==> config.mk <==
export PLATFORM = sky130hd
export DESIGN_NAME = msk_nlfsr_ctrl
export DESIGN_NICKNAME = d
export VERILOG_FILES = /design/src/rtl/msk_nlfsr_pkg.sv /design/src/rtl/msk_ks_outreg.sv /design/src/rtl/msk_nlfsr_ctrl.sv
export SDC_FILE = /design/constraint.sdc
export NUM_CORES = 1
export LEC_CHECK = 0
export BUFFER_PORTS_ARGS = -buffer_cell sky130_fd_sc_hd__buf_4
export CORE_AREA = 2 2 144 146
export CTS_BUF_LIST = sky130_fd_sc_hd__clkbuf_4
export CTS_CLUSTER_DIAMETER = 40
export CTS_CLUSTER_SIZE = 25
export DETAILED_ROUTE_END_ITERATION = 12
export DIE_AREA = 0 0 146 148
export PLACE_DENSITY_LB_ADDON = 0.15
export SYNTH_ARGS = -nofsm -noshare
export SYNTH_HDL_FRONTEND = slang
export SYNTH_SLANG_ARGS = --single-unit
==> constraint.sdc <==
create_clock -name clk -period 4.8 [get_ports clk]
set_clock_uncertainty 0.05 [all_clocks]
set_input_delay 0 -clock clk [delete_from_list [all_inputs] [get_ports clk]]
set_output_delay 0 -clock clk [all_outputs]
set_load 0.005 [all_outputs]
==> src/rtl/msk_nlfsr_pkg.sv <==
// Shared definitions for the masked NLFSR keystream sequencer: register width,
// sequencer state encoding and a small state-class helper.
package msk_nlfsr_pkg;

  localparam int NLFSR_W = 56;

  typedef enum logic [2:0] {
    ST_IDLE = 3'd0,
    ST_LOAD = 3'd1,
    ST_IV   = 3'd2,
    ST_WARM = 3'd3,
    ST_RUN  = 3'd4,
    ST_WIPE = 3'd5
  } state_e;

  // True in the states where the NLFSR may be clocked with fresh randomness.
  function automatic logic is_step_state(input state_e st);
    return (st == ST_WARM) || (st == ST_RUN);
  endfunction

endpackage

==> src/rtl/msk_ks_outreg.sv <==
// One-bit valid/ready output register: a loaded bit is held stable until the
// consumer takes it; a clear discards it.
module msk_ks_outreg (
  input  logic clk,
  input  logic rst_n,
  input  logic clr_i,
  input  logic load_i,
  input  logic bit_i,
  input  logic ready_i,
  output logic valid_o,
  output logic bit_o
);

  logic valid_q;
  logic bit_q;

  // Valid flag and data bit; the data only changes on a load.
  always_ff @(posedge clk or negedge rst_n) begin
    if (!rst_n) begin
      valid_q <= 1'b0;
      bit_q   <= 1'b0;
    end else if (clr_i) begin
      valid_q <= 1'b0;
    end else if (load_i) begin
      valid_q <= 1'b1;
      bit_q   <= bit_i;
    end else if (ready_i) begin
      valid_q <= 1'b0;
    end
  end

  assign valid_o = valid_q;
  assign bit_o   = bit_q;

endmodule

==> src/rtl/msk_nlfsr_ctrl.sv <==
// Sequencer for the two-share masked NLFSR: seed load, serial IV, masked warm-up,
// unmasked keystream output. Define MSK_NLFSR_CTRL_WIPE_EN to zeroise on exit.
module msk_nlfsr_ctrl
  import msk_nlfsr_pkg::*;
#(
  parameter int IV_BITS = 32,
  parameter int WARMUP  = 112,
  parameter int LEN_W   = 16
) (
  input  logic               clk,
  input  logic               rst_n,
  input  logic               i_start,
  input  logic               i_abort,
  input  logic [NLFSR_W-1:0] i_seed1,
  input  logic [NLFSR_W-1:0] i_seed2,
  input  logic [IV_BITS-1:0] i_iv,
  input  logic [LEN_W-1:0]   i_len,
  input  logic [1:0]         i_rnd,
  input  logic               i_rnd_valid,
  output logic               o_rnd_ready,
  output logic               o_load,
  output logic [NLFSR_W-1:0] o_wdata1,
  output logic [NLFSR_W-1:0] o_wdata2,
  output logic               o_ser_in_valid,
  output logic               o_ser_in,
  output logic               o_halt,
  output logic               o_r1,
  output logic               o_r2,
  output logic               o_rxor,
  input  logic [NLFSR_W-1:0] i_rdata_xor,
  output logic               o_ks_valid,
  output logic               o_ks_bit,
  input  logic               i_ks_ready,
  output logic               o_busy,
  output logic               o_done
);

  localparam int IV_CW = $clog2(IV_BITS + 1);
  localparam int WM_CW = $clog2(WARMUP + 1);
  localparam logic [IV_CW-1:0] IV_LAST = IV_CW'(IV_BITS - 1);
  localparam logic [WM_CW-1:0] WM_LAST = WM_CW'(WARMUP - 1);

  state_e             state_q;
  logic [NLFSR_W-1:0] seed1_q, seed2_q;
  logic [IV_BITS-1:0] iv_q;
  logic [LEN_W-1:0]   len_q, gen_cnt_q;
  logic [IV_CW-1:0]   iv_cnt_q;
  logic [WM_CW-1:0]   warm_cnt_q;
  logic               load_q, ser_valid_q, rxor_q, busy_q, done_q;
`ifdef MSK_NLFSR_CTRL_WIPE_EN
  logic               wipe_done_q;
`endif

  logic abort_s, step_s, run_last_s, run_done_s, ks_load_s;
  logic ks_valid_s, ks_bit_s;
  logic unused_rdata_s;

  assign abort_s        = i_abort && (state_q != ST_IDLE);
  assign run_last_s     = (gen_cnt_q == len_q);
  assign run_done_s     = (state_q == ST_RUN) && run_last_s && (!ks_valid_s || i_ks_ready);
  assign ks_load_s      = step_s && (state_q == ST_RUN);
  assign unused_rdata_s = ^i_rdata_xor[NLFSR_W-1:1];

  // NLFSR step qualifier; in RUN it also waits for room in the output register.
  always_comb begin
    step_s = 1'b0;
    if (!is_step_state(state_q) || i_abort || !i_rnd_valid) begin
      step_s = 1'b0;
    end else begin
      case (state_q)
        ST_WARM: step_s = 1'b1;
        ST_RUN:  step_s = !run_last_s && (!ks_valid_s || i_ks_ready);
        default: step_s = 1'b0;
      endcase
    end
  end

  // Sequencer state, latched job parameters and registered NLFSR controls.
  always_ff @(posedge clk or negedge rst_n) begin
    if (!rst_n) begin
      state_q     <= ST_IDLE;
      seed1_q     <= {NLFSR_W{1'b0}};
      seed2_q     <= {NLFSR_W{1'b0}};
      iv_q        <= {IV_BITS{1'b0}};
      len_q       <= {LEN_W{1'b0}};
      gen_cnt_q   <= {LEN_W{1'b0}};
      iv_cnt_q    <= {IV_CW{1'b0}};
      warm_cnt_q  <= {WM_CW{1'b0}};
      load_q      <= 1'b0;
      ser_valid_q <= 1'b0;
      rxor_q      <= 1'b0;
      busy_q      <= 1'b0;
      done_q      <= 1'b0;
`ifdef MSK_NLFSR_CTRL_WIPE_EN
      wipe_done_q <= 1'b0;
`endif
    end else begin
      load_q      <= 1'b0;
      ser_valid_q <= 1'b0;
      done_q      <= 1'b0;
      if (abort_s) begin
        rxor_q <= 1'b0;
`ifdef MSK_NLFSR_CTRL_WIPE_EN
        wipe_done_q <= 1'b0;
        if (state_q == ST_WIPE) begin
          state_q <= ST_IDLE;
          busy_q  <= 1'b0;
        end else begin
          state_q <= ST_WIPE;
          load_q  <= 1'b1;
          seed1_q <= {NLFSR_W{1'b0}};
          seed2_q <= {NLFSR_W{1'b0}};
          iv_q    <= {IV_BITS{1'b0}};
        end
`else
        state_q <= ST_IDLE;
        busy_q  <= 1'b0;
`endif
      end else begin
        case (state_q)
          ST_IDLE: begin
            if (i_start) begin
              state_q    <= ST_LOAD;
              seed1_q    <= i_seed1;
              seed2_q    <= i_seed2;
              iv_q       <= i_iv;
              len_q      <= i_len;
              gen_cnt_q  <= {LEN_W{1'b0}};
              iv_cnt_q   <= {IV_CW{1'b0}};
              warm_cnt_q <= {WM_CW{1'b0}};
              load_q     <= 1'b1;
              busy_q     <= 1'b1;
            end
          end
          ST_LOAD: begin
            state_q     <= ST_IV;
            ser_valid_q <= 1'b1;
          end
          ST_IV: begin
            // IV leaves LSB first from the bottom of the shift register.
            iv_q <= iv_q >> 1;
            if (iv_cnt_q == IV_LAST) begin
              state_q <= ST_WARM;
            end else begin
              iv_cnt_q    <= iv_cnt_q + IV_CW'(1);
              ser_valid_q <= 1'b1;
            end
          end
          ST_WARM: begin
            if (step_s) begin
              if (warm_cnt_q == WM_LAST) begin
                state_q <= ST_RUN;
                rxor_q  <= 1'b1;
              end else begin
                warm_cnt_q <= warm_cnt_q + WM_CW'(1);
              end
            end
          end
          ST_RUN: begin
            if (step_s) begin
              gen_cnt_q <= gen_cnt_q + LEN_W'(1);
            end
            if (run_done_s) begin
              rxor_q <= 1'b0;
`ifdef MSK_NLFSR_CTRL_WIPE_EN
              state_q     <= ST_WIPE;
              load_q      <= 1'b1;
              seed1_q     <= {NLFSR_W{1'b0}};
              seed2_q     <= {NLFSR_W{1'b0}};
              iv_q        <= {IV_BITS{1'b0}};
              wipe_done_q <= 1'b1;
`else
              state_q <= ST_IDLE;
              busy_q  <= 1'b0;
              done_q  <= 1'b1;
`endif
            end
          end
          ST_WIPE: begin
            state_q <= ST_IDLE;
            busy_q  <= 1'b0;
`ifdef MSK_NLFSR_CTRL_WIPE_EN
            done_q      <= wipe_done_q;
            wipe_done_q <= 1'b0;
`endif
          end
          default: begin
            state_q <= ST_IDLE;
            busy_q  <= 1'b0;
            rxor_q  <= 1'b0;
          end
        endcase
      end
    end
  end

  msk_ks_outreg u_outreg (
    .clk     (clk),
    .rst_n   (rst_n),
    .clr_i   (abort_s),
    .load_i  (ks_load_s),
    .bit_i   (i_rdata_xor[0]),
    .ready_i (i_ks_ready),
    .valid_o (ks_valid_s),
    .bit_o   (ks_bit_s)
  );

  // Seed registers are zero while wiping, so the gated share outputs are zero then.
  assign o_load         = load_q;
  assign o_wdata1       = load_q ? seed1_q : {NLFSR_W{1'b0}};
  assign o_wdata2       = load_q ? seed2_q : {NLFSR_W{1'b0}};
  assign o_ser_in_valid = ser_valid_q;
  assign o_ser_in       = ser_valid_q & iv_q[0];
  assign o_halt         = ~step_s;
  assign o_rnd_ready    = step_s;
  assign o_r1           = step_s & i_rnd[0];
  assign o_r2           = step_s & i_rnd[1];
  assign o_rxor         = rxor_q;
  assign o_ks_valid     = ks_valid_s;
  assign o_ks_bit       = ks_bit_s;
  assign o_busy         = busy_q;
  assign o_done         = done_q;

endmodule

==> impl_metrics.ini <==
[pwr]
power_mw = 6.11
p_comb_share_pct = 42.0
power.density_nw_per_um2 = 441
internal_power_mw = 3.82
vdd_drop_max_uv = 217
clkPwrFrac_pct = 13.4
leakage_nw = 7.41
switching_power_mw = 2.29
switching_share_pct = 37.5
p_seq_share_pct = 44.6

[cells_and_area]
mostFrequentLayoutCell = nand2_1
layout_common_cells = 446 x nand2_1, 300 x buf_4, 198 x dfrtp_1
drive_gt1_share_pct = 23.0
n_fill_cell = 1539
fin_util_pct = 69.1
nets = 1738
finalInstanceArea_um2 = 13900
area_growth_pct = 49.4

[synth]
synth_top_area_share_pct = 53.7
ys_ff_latch = 199
synth_compound_area_share_pct = 4.91
yosys.area.top_type = dfrtp_1
syn_avg_cell_area_um2 = 8.76
async_reset_ff_share_pct = 100
synth_area_leaders = dfrtp_1 54%, nand2_1 18%, and2_1 7.8%
yosys.area_share.simple_pct = 31.1
synthFlopType = dfrtp_1
synth_cells = 1059
yosys-mux-area-fraction_pct = 4.67
synth_top_family_by_area = simple AND/OR/NAND/NOR gates
synth_nets = 1286
synth-xor-area-share_pct = 2.17
yosys_warnings = 0
yosys.cell_types.count = 49
yosysSeqAreaShare_pct = 53.7
synth_fa_ha_area_share_pct = 0.405
netlist_area_um2 = 9280
synth_edf_count = 0

[die]
dieArea_um2 = 21600
die_y_um = 148
rows = 52
fp.coreArea_um2 = 20000
die_x_um = 146
start_util_pct = 46.3
io_pins = 348

[clock_network]
root_buffer = clkbuf_4
cts_tree = built
cts_max_path_buffers = 2
numCtsBuffers = 17
clock-sinks = 199
htreeDepth = 4
cts.clk_slew.worst_paths_ns = 0.16
insertion_delay_ns = 0.59

[sta]
min_period_ns = 3.48
relSlewSlack_pct = 28.0
rsz0062_at_grt = no
hold_viol = 0
fin_crit_sh_pct = 72.5
worstMarginPinSlew_ns = 1.08
fmaxAchievable_ghz = 0.288
finalMaxSlewViolations = 0
setup_ws_ns = 1.32
finalSetupViolCount = 0
setup_tns_ns = 0

[setup_path]
crit_type = reg -> reg
end_kind = register
start_kind = register
worst_ep_required_time_ns = 5.27
path_max_fanout = 67
arrival_ns = 3.95

[route]
route.antenna.remaining_nets = 0
first_pass_iters = 5
vias_per_cell = 4.81
drc = 0
drt_wl_total_mm = 26.5
vias = 8636
wl_per_cell_um = 14.7
drt_iter0_markers = 535

[global_route]
grt_pass1_wl_mm = 43.4
grt_usage_pct = 24.7
overflow = 0
grt_pass1_vias = 8688
antenna_found_initial = 1
grt_max_degree = 114

[run_status]
status = finished clean

[place]
dpl-instance-area_um2 = 11700
pre_cts_ws_ns = 1.85
port_buffers = 292
hpwlAfterDp_mm = 16.1
gp_congestion = 0.814

[job]
drv_cap = 0

[min_path]
hold_path_class = in -> async
## metal layers
| metal | wire (um) | GRT usage [%] | part of all wire [%] | up-vias |
|---|---|---|---|---|
| li1 | - | - | - | 4264 |
| met1 | 11400 | 32.4 | 43 | 4057 |
| met2 | 13000 | 41.3 | 49 | 270 |
| met3 | 1400 | 4.66 | 5.3 | 45 |
| met4 | 706 | 8.74 | 2.7 | 0 |
| met5 | 0 | 0 | 0 | - |
## timing repair
| action | CTS | global route |
|---|---|---|
| hold buffers | 195 | 0 |
| hold endpoints to repair | 290 | 0 |
| setup buffers | 0 | 0 |
| resized for setup | 0 | 0 |
## cell type report
| type | count | area [um^2] | share of cell area (%) |
|---|---|---|---|
| Multi-Input combinational cell | 788 | 4030 | 29.1 |
| Antenna cell | 2 | 5.00 | 0.0361 |
| Timing Repair Buffer | 496 | 4220 | 30.4 |
| Sequential cell | 199 | 4980 | 35.9 |
| Inverter | 9 | 36.3 | 0.262 |
| Clock buffer | 20 | 150 | 1.08 |
| Tap cell | 270 | 338 | 2.44 |
| Clock inverter | 12 | 97.6 | 0.704 |
## registers in the layout, indices dropped and copies added (netlist names)
| name | count |
|---|---|
| u_outreg.valid_o | 1 |
| seed1_q | 56 |
| o_ser_in_valid | 1 |
| state_q | 3 |
| len_q | 16 |
| o_busy | 1 |
| o_rxor | 1 |
| seed2_q | 56 |
| u_outreg.bit_o | 1 |
| warm_cnt_q | 7 |
| gen_cnt_q | 16 |
| iv_cnt_q | 6 |
| o_done | 1 |
| o_load | 1 |
| iv_q | 32 |
## power groups by stage
stage	logic (mW)	clock network [mW]	registers [mW]
2_1_floorplan	1.43	0	2.64
3_3_place_gp	2.18	0	2.71
3_5_place_dp	2.23	0	2.74
4_1_cts	2.55	0.849	2.70
5_1_grt	2.89	0.910	2.81
6_report	2.56	0.821	2.72
## kinds of logic after synthesis
| family | count (synthesis) |
|---|---|
| buffers and inverters | 72 |
| AOI/OAI and AO/OA | 73 |
| xor gates and xnor gates | 23 |
| muxes | 43 |
| adders and majority gates | 3 |
| DFF | 199 |
| and+or+nand+nor | 646 |
## cells in the mapped netlist, types with 6 or more instances
cell / count
inv_1: 8
clkbuf_1: 44
dfrtp_1: 199
nand3_1: 6
and3_1: 8
xor2_1: 21
a21oi_1: 9
nor2_1: 26
mux2i_1: 41
o21ai_0: 38
nand4_1: 14
and2_1: 115
buf_1: 11
buf_2: 6
nand2_1: 447
## critical path, stage by stage (launching register included)
cell           delay (ns)
dfrtp_1              0.56
nor3_1               0.48
nand2_4              0.43
inv_4                0.41
buf_4                0.64
nand2_1              0.12
nand2_1              0.09
dlygate4sd3_1        0.60
## per-stage QoR
step           hold slack (ns)  std cells
2_1_floorplan           -0.346       1059
3_5_place_dp             0.136       1567
3_3_place_gp             0.134       1567
5_1_grt                 0.0226       1796
6_report                0.0194       1796
4_1_cts                 0.0150       1794
## final timing paths
path | startpoint | endpoint | slack [ns] | cells past startpoint
min in group clk | i_seed2[13] | seed2_q[13] | 0.07 | 4
max in group asynchronous | rst_n | seed1_q[47] | 3.45 | 3
worst min-delay path | rst_n | seed1_q[9] | 0.02 | 2
worst min register to register | seed1_q[54] | seed1_q[54] | 0.43 | 2
worst max register to register | state_q[0] | seed1_q[23] | 1.32 | 7
worst max-delay path | state_q[0] | seed1_q[23] | 1.32 | 7
Note: power is estimated with default switching activity, not from simulation.
